**src/rtl/mul_div_if.sv**
```systemverilog
// Handshake/bus bundle between the EX stage and the iterative multiply/divide unit.
//   start/op/a/b : request and operands (sampled only while the unit is idle)
//   busy         : operation in flight
//   ready        : one-cycle completion strobe, result valid
//   result       : {hi,lo}
//   abort        : cancel in-flight op (present only with MULDIV_ABORT_EN)
// Optional feature macro: MULDIV_ABORT_EN
interface mul_div_if #(
  parameter int unsigned WIDTH = 32
);
  logic                 start;
  logic [1:0]           op;
  logic [WIDTH-1:0]     a;
  logic [WIDTH-1:0]     b;
  logic                 busy;
  logic                 ready;
  logic [2*WIDTH-1:0]   result;
`ifdef MULDIV_ABORT_EN
  logic                 abort;

  modport master (output start, op, a, b, abort, input busy, ready, result);
  modport slave  (input start, op, a, b, abort, output busy, ready, result);
`else
  modport master (output start, op, a, b, input busy, ready, result);
  modport slave  (input start, op, a, b, output busy, ready, result);
`endif
endinterface

```
**src/rtl/mul_div_unit.sv**
```systemverilog
// Iterative WIDTH-bit multiply/divide engine (MULT, MULTU, DIV, DIVU).
// One op at a time; WIDTH iterations, one sign-fix cycle, one done cycle.
// Ports:
//   clk   : rising-edge clock
//   rst_n : asynchronous active-low reset
//   bus   : mul_div_if.slave (start/op/a/b in, busy/ready/result out, optional abort in)
// Optional feature macro: MULDIV_ABORT_EN (adds bus.abort, cancels an in-flight op)
module mul_div_unit #(
  parameter int unsigned WIDTH = 32
) (
  input  logic      clk,
  input  logic      rst_n,
  mul_div_if.slave  bus
);

  localparam int unsigned RES_W = 2 * WIDTH;
  localparam int unsigned CNT_W = (WIDTH > 1) ? $clog2(WIDTH) : 1;

  typedef enum logic [1:0] {
    S_IDLE = 2'd0,
    S_CALC = 2'd1,
    S_FIX  = 2'd2,
    S_DONE = 2'd3
  } state_e;

  state_e             state_q, state_d;
  logic [CNT_W-1:0]   cnt_q, cnt_d;
  logic               is_div_q, is_div_d;
  logic               neg_res_q, neg_res_d;   // negate product / quotient
  logic               neg_rem_q, neg_rem_d;   // remainder follows sign(a)
  logic               bzero_q, bzero_d;
  logic [WIDTH-1:0]   a_q, a_d;               // original dividend for divide-by-zero
  logic [WIDTH-1:0]   mag_b_q, mag_b_d;       // multiplicand / divisor magnitude
  logic [RES_W-1:0]   acc_q, acc_d;           // product, or {unused, dividend->quotient}
  logic [WIDTH-1:0]   rem_q, rem_d;
  logic               busy_q, busy_d;
  logic               ready_q, ready_d;
  logic [RES_W-1:0]   result_q, result_d;

  logic               abort_req;
  logic               sgn_op;
  logic               sa, sb;
  logic [WIDTH-1:0]   mag_a, mag_b;
  logic [WIDTH:0]     mul_sum;
  logic [WIDTH:0]     div_trial;
  logic [WIDTH:0]     div_diff;
  logic [WIDTH-1:0]   quo, quo_fix, rem_fix;
  logic [RES_W-1:0]   fix_val;

`ifdef MULDIV_ABORT_EN
  assign abort_req = bus.abort;
`else
  assign abort_req = 1'b0;
`endif

  // Operand magnitudes and sign flags captured at accept
  assign sgn_op = ~bus.op[0];
  assign sa     = sgn_op & bus.a[WIDTH-1];
  assign sb     = sgn_op & bus.b[WIDTH-1];
  assign mag_a  = sa ? (WIDTH'(0) - bus.a) : bus.a;
  assign mag_b  = sb ? (WIDTH'(0) - bus.b) : bus.b;

  // Multiply step: conditionally add multiplicand into the high half, then shift right
  assign mul_sum = {1'b0, acc_q[RES_W-1:WIDTH]}
                 + (acc_q[0] ? {1'b0, mag_b_q} : (WIDTH+1)'(0));

  // Restoring divide step: shift next dividend bit into the partial remainder
  assign div_trial = {rem_q, acc_q[WIDTH-1]};
  assign div_diff  = div_trial - {1'b0, mag_b_q};

  // Sign fix-up; divide-by-zero bypasses it and reports {a, all ones}
  assign quo     = acc_q[WIDTH-1:0];
  assign quo_fix = neg_res_q ? (WIDTH'(0) - quo) : quo;
  assign rem_fix = neg_rem_q ? (WIDTH'(0) - rem_q) : rem_q;

  always_comb begin
    fix_val = neg_res_q ? (RES_W'(0) - acc_q) : acc_q;
    if (is_div_q) begin
      fix_val = bzero_q ? {a_q, {WIDTH{1'b1}}} : {rem_fix, quo_fix};
    end
  end

  // Next-state and registered-output logic
  always_comb begin
    state_d   = state_q;
    cnt_d     = cnt_q;
    is_div_d  = is_div_q;
    neg_res_d = neg_res_q;
    neg_rem_d = neg_rem_q;
    bzero_d   = bzero_q;
    a_d       = a_q;
    mag_b_d   = mag_b_q;
    acc_d     = acc_q;
    rem_d     = rem_q;
    result_d  = result_q;

    unique case (state_q)
      S_IDLE: begin
        if (bus.start && !abort_req) begin
          is_div_d  = bus.op[1];
          neg_res_d = sa ^ sb;
          neg_rem_d = sa;
          bzero_d   = (bus.b == WIDTH'(0));
          a_d       = bus.a;
          mag_b_d   = mag_b;
          acc_d     = {WIDTH'(0), mag_a};
          rem_d     = WIDTH'(0);
          cnt_d     = CNT_W'(WIDTH - 1);
          state_d   = S_CALC;
        end
      end
      S_CALC: begin
        if (is_div_q) begin
          if (!div_diff[WIDTH]) begin
            rem_d = div_diff[WIDTH-1:0];
          end else begin
            rem_d = div_trial[WIDTH-1:0];
          end
          acc_d = {acc_q[RES_W-1:WIDTH], acc_q[WIDTH-2:0], ~div_diff[WIDTH]};
        end else begin
          acc_d = {mul_sum, acc_q[WIDTH-1:1]};
        end
        cnt_d = cnt_q - CNT_W'(1);
        if (cnt_q == CNT_W'(0)) begin
          state_d = S_FIX;
        end
      end
      S_FIX: begin
        result_d = fix_val;
        state_d  = S_DONE;
      end
      S_DONE: begin
        state_d = S_IDLE;
      end
      default: begin
        state_d = S_IDLE;
      end
    endcase

    // Abort wins over everything; result keeps its previous value
    if (abort_req) begin
      state_d  = S_IDLE;
      result_d = result_q;
    end

    busy_d  = (state_d != S_IDLE);
    ready_d = (state_d == S_DONE);
  end

  // State and datapath registers
  always_ff @(posedge clk or negedge rst_n) begin
    if (!rst_n) begin
      state_q   <= S_IDLE;
      cnt_q     <= CNT_W'(0);
      is_div_q  <= 1'b0;
      neg_res_q <= 1'b0;
      neg_rem_q <= 1'b0;
      bzero_q   <= 1'b0;
      a_q       <= WIDTH'(0);
      mag_b_q   <= WIDTH'(0);
      acc_q     <= RES_W'(0);
      rem_q     <= WIDTH'(0);
      busy_q    <= 1'b0;
      ready_q   <= 1'b0;
      result_q  <= RES_W'(0);
    end else begin
      state_q   <= state_d;
      cnt_q     <= cnt_d;
      is_div_q  <= is_div_d;
      neg_res_q <= neg_res_d;
      neg_rem_q <= neg_rem_d;
      bzero_q   <= bzero_d;
      a_q       <= a_d;
      mag_b_q   <= mag_b_d;
      acc_q     <= acc_d;
      rem_q     <= rem_d;
      busy_q    <= busy_d;
      ready_q   <= ready_d;
      result_q  <= result_d;
    end
  end

  assign bus.busy   = busy_q;
  assign bus.ready  = ready_q;
  assign bus.result = result_q;

endmodule
```
**src/flat_wrapper.sv**
```systemverilog
// flat-port wrapper written by rule: the top's interface ports become plain ports
module mul_div_unit_flat 
#(
  parameter int unsigned WIDTH = 32
)
  (clk, rst_n, bus_start, bus_op, bus_a, bus_b, bus_busy, bus_ready, bus_result);
  mul_div_if #(.WIDTH(WIDTH)) bus_i ();
  input  logic clk;
  input  logic rst_n;
  input wire logic [$bits(bus_i.start)-1:0] bus_start;
  input wire logic [$bits(bus_i.op)-1:0] bus_op;
  input wire logic [$bits(bus_i.a)-1:0] bus_a;
  input wire logic [$bits(bus_i.b)-1:0] bus_b;
  output wire logic [$bits(bus_i.busy)-1:0] bus_busy;
  output wire logic [$bits(bus_i.ready)-1:0] bus_ready;
  output wire logic [$bits(bus_i.result)-1:0] bus_result;
  assign bus_i.start = bus_start;
  assign bus_i.op = bus_op;
  assign bus_i.a = bus_a;
  assign bus_i.b = bus_b;
  assign bus_busy = bus_i.busy;
  assign bus_ready = bus_i.ready;
  assign bus_result = bus_i.result;
  mul_div_unit #(.WIDTH(WIDTH)) u_core (.clk(clk), .rst_n(rst_n), .bus(bus_i));
endmodule
```
**config.mk**
```make
export PLATFORM = sky130hd
export DESIGN_NAME = mul_div_unit_flat
export DESIGN_NICKNAME = d
export VERILOG_FILES = /design/src/rtl/mul_div_if.sv /design/src/rtl/mul_div_unit.sv /design/src/flat_wrapper.sv
export SDC_FILE = /design/constraint.sdc
export NUM_CORES = 1
export LEC_CHECK = 0
export CAP_MARGIN = 40
export CORE_ASPECT_RATIO = 1.75
export CORE_MARGIN = 1.5
export CORE_UTILIZATION = 35
export CTS_CLUSTER_DIAMETER = 150
export DETAILED_ROUTE_END_ITERATION = 6
export PLACE_DENSITY_LB_ADDON = 0.08
export SETUP_SLACK_MARGIN = 0.15
export SKIP_LAST_GASP = 1
export SYNTH_ARGS = -nofsm -noshare
export SYNTH_HDL_FRONTEND = slang
export SYNTH_SLANG_ARGS = --single-unit
```
**constraint.sdc**
```tcl
create_clock -name clk -period 3.7 [get_ports clk]
set_input_delay 1.11 -clock clk [delete_from_list [all_inputs] [get_ports clk]]
set_output_delay 1.11 -clock clk [all_outputs]
set_load 0.01 [all_outputs]
```
# ---- Word level (Yosys, flattened, before mapping)
# Index checks and enable logic that the tools add are counted.
dict set report totals {
  register_bits 237
  in_bits 69
  out_inout_bits 66
}
dict set report classes {
  n_addsub 8
  n_eq_ne 7
  muxes 20
  bitwise 5
  n_reduce_logical 9
}
# cell count
set ops {}
lappend ops {{64-bit 2-to-1 mux} 5}
lappend ops {{32-bit 2-to-1 mux} 8}
lappend ops {{64-bit one-hot mux with 2 select lines} 1}
lappend ops {{1-bit by 32-bit subtractor with 32-bit output, first input constant} 4}
lappend ops {{32-bit one-hot mux with 2 select lines} 1}
lappend ops {{1-bit by 64-bit subtractor with 64-bit output, first input constant} 1}
lappend ops {{32-bit by 33-bit adder with 33-bit output} 1}
lappend ops {{33-bit by 32-bit subtractor with 33-bit output} 1}
lappend ops {{32-bit logical NOT} 1}
lappend ops {{5-bit one-hot mux with 2 select lines} 1}
lappend ops {{2-bit one-hot mux with 4 select lines} 1}
lappend ops {{2-bit equality test, second input constant} 3}
lappend ops {{3-bit AND reduction} 2}
lappend ops {{5-bit logical NOT} 1}
lappend ops {{5-bit 2-to-1 mux} 1}
lappend ops {{5-bit by 1-bit subtractor with 5-bit output, second input constant} 1}
lappend ops {{2-bit 2-to-1 mux} 2}
lappend ops {{2-bit inequality test, second input constant} 2}
lappend ops {{2-bit AND reduction} 2}
lappend ops {{2-bit nonzero test} 2}
lappend ops {{1-bit AND} 2}
lappend ops {{2-bit by 1-bit equality test with 1-bit output, second input constant} 1}
lappend ops {{2-bit logical NOT} 1}
lappend ops {{2-bit by 1-bit inequality test with 1-bit output, second input constant} 1}
lappend ops {{2 further kinds} 3}

# ---- Depth between registers and ports, before layout
# Gate-level depths: netlist of run 1.
dict set report logic_depth {
  ltp_word 5
  mapped_depth 14
  depth_no_buf 13
}

# ---- Worst setup path before layout of run 1
# OpenSTA, ideal clock, no wires.
dict set report synth_path {
  path_kind {input port to flip-flop}
  startpoint {input bus_a[6]}
  endpoint {register u_core.acc_q[25]}
  arrival_ns 3.213
  t_required_ns 3.565
  path_slack_ns 0.352
  stages 9
  path_cell_list {nor4_1 nand4_1 nor4b_1 nand2_1 nor4_1 a21oi_1 xor2_1 nor2_1 o22ai_1}
}
dict set report synth_between {
  elab_chain_len 4
}
# element line_no
set synth_rtl {}
lappend synth_rtl {{from (decl)} flat_wrapper.sv:12} ;# input wire logic [$bits(bus_i.a)-1:0] bus_a;
lappend synth_rtl {{1-bit by 32-bit subtractor with 32-bit output} mul_div_unit.sv:60} ;# assign mag_a = sa ? (WIDTH'(0) - bus.a) : bus.a;
lappend synth_rtl {{32-bit 2-to-1 mux} mul_div_unit.sv:60}
lappend synth_rtl {{64-bit 2-to-1 mux} mul_div_unit.sv:99} ;# if (bus.start && !abort_req) begin
lappend synth_rtl {{64-bit one-hot mux with 2 select lines} mul_div_unit.sv:97} ;# unique case (state_q)
lappend synth_rtl {{to (signal assigned)} mul_div_unit.sv:161} ;# acc_q <= RES_W'(0);
lappend synth_rtl {{to (signal assigned)} mul_div_unit.sv:175} ;# acc_q <= acc_d;
lappend synth_rtl {{to (decl)} mul_div_unit.sv:34} ;# logic [RES_W-1:0] acc_q, acc_d;
# No other way between the ends. The select of a mux whose other input is x is not followed.
# A chain may end at the register's enable or synchronous reset.

# ---- Worst setup path after layout of run 1
dict set report layout_path {
  startpoint {register u_core.rem_q[2]}
  endpoint {register u_core.rem_q[31]}
}
dict set report layout_between {
  elab_chain_len 4
}
# element line_no
set layout_rtl {}
lappend layout_rtl {{from (decl)} mul_div_unit.sv:35} ;# logic [WIDTH-1:0] rem_q, rem_d;
lappend layout_rtl {{from (signal assigned)} mul_div_unit.sv:176} ;# rem_q <= rem_d;
lappend layout_rtl {{33-bit by 32-bit subtractor with 33-bit output} mul_div_unit.sv:69} ;# assign div_diff = div_trial - {1'b0, mag_b_q};
lappend layout_rtl {{32-bit 2-to-1 mux} mul_div_unit.sv:114} ;# if (!div_diff[WIDTH]) begin
lappend layout_rtl {{32-bit 2-to-1 mux} mul_div_unit.sv:113} ;# if (is_div_q) begin
lappend layout_rtl {{32-bit one-hot mux with 2 select lines} mul_div_unit.sv:97}
# No other way between the ends. The select of a mux whose other input is x is not followed.

==> flow_summary.ini, run 1 <==
[layout]
layout_commonest_cell = nand2_1
drive_above_1_share_pct = 8.84
multi_input_area_um2 = 10300
layout_common_cells = nand2_1, dfrtp_1, o21ai_0, nor2_1, a21oi_1
finalNonFillerCells = 2822
antennaDiodeCount = 0
seq_area_um2 = 5940
fillers = 4856
area_delta_synth_final_pct = 20.6
nets = 2351

[grt]
grt_pass1_wl_mm = 94.4
grt_pass1_vias = 15800
antenna_found_initial = 0
grt_max_degree = 83
grt_usage_pct = 24.9
grt_remaining_overflow = 0

[logic_synthesis]
ys_seq_elements = 237
yosys.area.top_type = dfrtp_1
syn_area_um2 = 16900
syn_nets = 2194
yosysSeqAreaShare_pct = 35.1
netlist_instances = 2054
synthDistinctLibCells = 80
yosys_most_used_dff = dfrtp_1
yosys_warnings = 0
syn_area_per_cell_um2 = 8.22
synth_enable_flop_cells = 0
netlist.area_leader.share_pct = 35.1
synthArstFlopShare_pct = 100
synthTopCellsByArea = dfrtp_1, nand2_1, o21ai_0, xor2_1, ha_1

[place]
dp_hpwl_mm = 48.6
io_buffers = 134
place.gp.congestion = 0.920
dp.cells = 2777

[floorplanning]
io_pins = 135
die_h_um = 294
core_region_area_um2 = 47700
die_area_um2 = 49600
fp-row-count = 106
die_w_um = 169
start_util_pct = 35.4

[sta]
skew_ns = 0.0310
hold_viol_final = 0
worst_slew_pin_slew_ns = 0.780
post-route-min-period_ns = 3.39
max_slew_margin_pct = 47.8
setup_violations = 0
drv_slew = 0
fin_crit_sh_pct = 91.7
max_freq_mhz = 295
rsz0062_at_grt = yes

[route]
drt_iter0_markers = 952
wl_per_cell_um = 21.8
routed_wl_mm = 61.4
drc_errors = 0
vias = 15600
viasPerCell = 5.54
drt_pass1_iterations = 5
ant_nets = 0

[worst_setup_path]
max_stage_delay_ns = 0.64
cp_max_fo = 8
path_cells = ha_1 -> o211ai_1 -> a21oi_1 -> o221ai_1 -> a211oi_1 -> o41ai_1 -> buf_4 -> o2111ai_1 -> o31ai_1 -> o21ai_0 -> o21ai_0
crit_arrival_ns = 3.80
cpMostUsedCell = o21ai_0
worstSetupEndpointType = flip-flop
startpoint_type = flip-flop
slowest_stage = a211oi_1
required_ns = 4.10
worstSetupPathType = flip-flop to flip-flop

[pwr]
intPower_mw = 10.1
worst_ir_drop_vdd_uv = 468
pwr-share-clk_pct = 14.4
p_sw_mw = 9.34
total_power_mw = 19.5
p_leak_nw = 8.71
p_sw_share_pct = 48.0
p_per_area_nw_per_um2 = 956
comb_power_share_pct = 59.0
seq_power_share_pct = 26.7

[clock_tree]
cts_setup_buffers = 0
cts_made_buffers = 26
clk_latency_ns = 0.56
tritoncts = done
cts.sinks = 237
root_buffer = clkbuf_16
clkTransAtPathRegs_ns = 0.06
clockBufferDepth = 3
htree_levels = 1

[run_status]
status = completed

[flow_run]
maxCapViolations = 0

[hold_path]
hold_path_class = flip-flop to flip-flop
## worst paths after layout
kind / end / from / cells after the start / slack (ns)
min in group asynchronous: u_core.acc_q[3] / rst_n / 1 / 0.56
setup / recovery: u_core.rem_q[31] / u_core.rem_q[2] / 11 / 0.31
hold / removal: u_core.mag_b_q[6] / u_core.mag_b_q[6] / 2 / 0.48
setup reg to reg: u_core.rem_q[31] / u_core.rem_q[2] / 11 / 0.31
max in group asynchronous: u_core.acc_q[56] / rst_n / 2 / 2.25
hold reg to reg: u_core.mag_b_q[6] / u_core.mag_b_q[6] / 2 / 0.48
## cell type report
cell class                 count  share of cell area [%]
multi-input combinational   1623                    50.4
clock buffer                  37                    3.60
tap                          594                    3.65
sequential                   237                    29.1
timing repair buffer         247                    11.1
inverter                      76                    1.40
clock inverter                 8                   0.688
## cell usage after synthesis, types with 6 or more instances
cell type and n:
nand2_1 306, dfrtp_1 237, o21ai_0 224, nor2_1 156, a21oi_1 144, xor2_1 108
clkbuf_1 97, xnor2_1 86, inv_1 76, ha_1 69, mux2i_1 60, o31ai_1 45
o211ai_1 39, a21o_1 36, nor3_1 32, nand2b_1 26, nand3_1 26, or3_1 26
a32oi_1 23, nand4_1 17, o41ai_1 16, a31oi_1 15, nor4_1 15, or4_1 14
buf_1 12, o21bai_1 11, a211oi_1 10, o21a_1 10, and2_1 7, nor2b_1 6
o221ai_1 6, o22ai_1 6
## state kept, by name, indices dropped and copies added, names as in the netlist, 2 cells and up
signal and count:
u_core.a_q 32, u_core.state_q 2, u_core.acc_q 64, u_core.bus.result 64
u_core.rem_q 32, u_core.cnt_q 5, u_core.mag_b_q 32
## what timing repair did
item	in CTS	in global routing
setup endpoints to repair	0	29
hold endpoints to repair	0	0
resized for setup	0	7
hold buffers	0	0
## metrics by stage
step / setup WS [ns] / hold WS (ns) / area, um^2 / util, % / TNS, ns
after floorplan: 0.352 / 0.440 / 16900 / - / 0
after global placement: -0.186 / 0.458 / 19400 / 40.7 / -0.750
after detailed placement: -0.106 / 0.463 / 19500 / 40.8 / -0.392
after CTS: 0.185 / 0.483 / 20300 / 42.6 / 0
after global routing: 0.0863 / 0.500 / 20400 / 42.7 / 0
final: 0.308 / 0.479 / 20400 / 42.7 / 0
## layer usage
metal	wire, um	vias up	track usage [%]
met2	32000	400	46.6
met5	0	-	0
met3	2030	122	2.06
li1	-	7611	-
met4	4360	0	15.7
met1	23000	7503	26.8
## cells by family after synthesis
group                    share of synthesized area (%)
AND/OR/NAND/NOR                                   18.2
multiplexers                                      3.76
XOR/XNOR                                          10.1
buffers and inverters                             4.44
flip-flops                                        35.1
AO/OA/AOI/OAI                                     23.1
adder cells (fa/ha/maj)                           5.35
## worst max-delay path: cells and delay by family (launching register included)
kind | cells | cell delay [ns]
AOI/OAI and AO/OA | 9 | 2.19
adders and majority gates | 1 | 0.40
buffers and inverters | 1 | 0.18
DFF | 1 | 0.49
## power groups by stage
stage	Sequential (mW)	Combinational [mW]	Clock, mW
3_3_place_gp	5.20	11.3	0
6_report	5.20	11.5	2.79
4_1_cts	5.18	11.5	2.87
2_1_floorplan	4.68	7.56	0
3_5_place_dp	5.22	11.4	0
5_1_grt	5.36	12.7	2.96
No activity file was read; power rests on OpenSTA's default activity.
==> inputs of run 2 (changes only) <==
clock period = 4 ns   (was 3.7 ns; I/O delays follow)
==> flow_summary.ini, run 2 (synthesis gave the netlist of run 1 again) <==
[run_status]
status = completed

[grt]
grt_max_degree = 84
grt_usage_pct = 24.8
antenna_found_initial = 0
grt_pass1_wl_mm = 93.8
grt_pass1_vias = 15600
grt_remaining_overflow = 0

[pwr]
p_per_area_nw_per_um2 = 885
p_leak_nw = 8.53
p_sw_share_pct = 48.3
intPower_mw = 9.20
p_sw_mw = 8.58
pwr-share-clk_pct = 14.7
comb_power_share_pct = 58.2
worst_ir_drop_vdd_uv = 363
total_power_mw = 17.8
seq_power_share_pct = 27.1

[worst_setup_path]
cp_max_fo = 19
r2r.worst_path.cells = 15
worstSetupEndpointType = flip-flop
startpoint_type = flip-flop
path_cells = inv_1 -> ha_1 -> fa_1 -> nand2b_1 -> a21oi_1 -> o21ai_2 -> o31ai_2 -> buf_4 -> a31oi_1 -> o211a_1 -> a211o_1 -> buf_12 -> nand2_1 -> buf_4 -> o21ai_0
required_ns = 4.42
cpMostUsedCell = buf_4
path_depth = 15
worst-path-buf-inv = 4
cpLargestDelayFamily = compound AO/OA/AOI/OAI gates
worstSetupPathType = flip-flop to flip-flop
max_stage_delay_ns = 0.44
crit_arrival_ns = 4.05
slowest_stage = dfrtp_2

[floorplanning]
die_h_um = 294
core_region_area_um2 = 47700
fp-row-count = 106
die_area_um2 = 49600
start_util_pct = 35.4
die_w_um = 169
io_pins = 135

[clock_tree]
htree_levels = 1
clkTransAtPathRegs_ns = 0.07
clk_latency_ns = 0.56
tritoncts = done
clockBufferDepth = 3
hold_buffers = 0
root_buffer = clkbuf_16
ctsResizeCount = 0
cts_made_buffers = 26
cts_setup_buffers = 0
cts.sinks = 237

[place]
place.gp.congestion = 0.871
dp_hpwl_mm = 48.2
io_buffers = 134
dp.cells = 2738

[layout]
fillers = 4904
seq_area_um2 = 5940
multi_input_area_um2 = 10200
nets = 2312
area_delta_synth_final_pct = 19.0
final_util_pct = 42.1
layout_common_cells = nand2_1, dfrtp_1, o21ai_0, nor2_1, a21oi_1
antennaDiodeCount = 0
finalNonFillerCells = 2786
drive_above_1_share_pct = 7.30
layout_commonest_cell = nand2_1

[sta]
fin_crit_sh_pct = 90.6
finalSetupTns_ns = 0
rsz0062_at_grt = no
hold_viol_final = 0
post-route-min-period_ns = 3.62
skew_ns = 0.0201
setup_violations = 0
worst_slew_pin_slew_ns = 0.852
max_freq_mhz = 276
whs_ns = 0.475
drv_slew = 0
max_slew_margin_pct = 42.6

[route]
wl_per_cell_um = 21.9
drt_iter0_markers = 811
drc_errors = 0
routed_wl_mm = 60.9
vias = 15300
ant_nets = 0
viasPerCell = 5.51
drt_pass1_iterations = 5

[flow_run]
maxCapViolations = 0

[hold_path]
hold_path_class = flip-flop to flip-flop
holdPathStages = 2
run 2: cell count changes in the layout (fill, tap and decap cells not counted), moves of 2 or more:
cell and change:
buf_4 -40, clkbuf_8 +3, clkinvlp_4 +3, buf_12 +2, clkbuf_1 -2
run 2: per-layer routing:
layer / global-route usage (%) / share of wire, % / vias up
met5: 0 / 0 / -
met4: 15.0 / 6.6 / 0
met3: 1.98 / 2.7 / 119
met2: 47.1 / 53 / 336
met1: 26.3 / 38 / 7331
li1: - / - / 7551
run 2: worst paths after layout:
check                              startpoint                    end  slack (ns)
max                          u_core.acc_q[31]       u_core.rem_q[16]        0.38
min                        u_core.mag_b_q[14]     u_core.mag_b_q[14]        0.47
max reg2reg                  u_core.acc_q[31]       u_core.rem_q[16]        0.38
min reg2reg                u_core.mag_b_q[14]     u_core.mag_b_q[14]        0.47
max in group asynchronous               rst_n  u_core.bus.result[42]        2.46
min in group asynchronous               rst_n        u_core.acc_q[6]        0.62
run 2: power by group through the flow:
stage	Sequential, mW	Combinational [mW]	Clock (mW)
after floorplan	4.33	6.99	0
after global placement	4.82	10.3	0
after detailed placement	4.84	10.4	0
after CTS	4.80	10.4	2.69
after global routing	4.96	11.4	2.78
final	4.82	10.4	2.61
run 2: final cells by class:
type	count	area share, %
repair buffers	208	9.87
inverters	76	1.42
clock inverters	10	0.691
well taps	594	3.70
multi-input cells	1623	51.0
flip-flops and latches	237	29.5
clock buffers	38	3.82
run 2: worst min-delay path, stage by stage, from the launching register on:
cell and delay [ns]:
dfrtp_1 0.34, nand2_1 0.04, o21ai_0 0.06
run 2: through the flow:
stage / area, um^2 / setup WS (ns)
floorplan: 16900 / 0.562
global placement: 19200 / -0.00722
detailed placement: 19200 / -0.0148
CTS: 20100 / 0.263
global route: 20100 / 0.151
finish: 20100 / 0.375
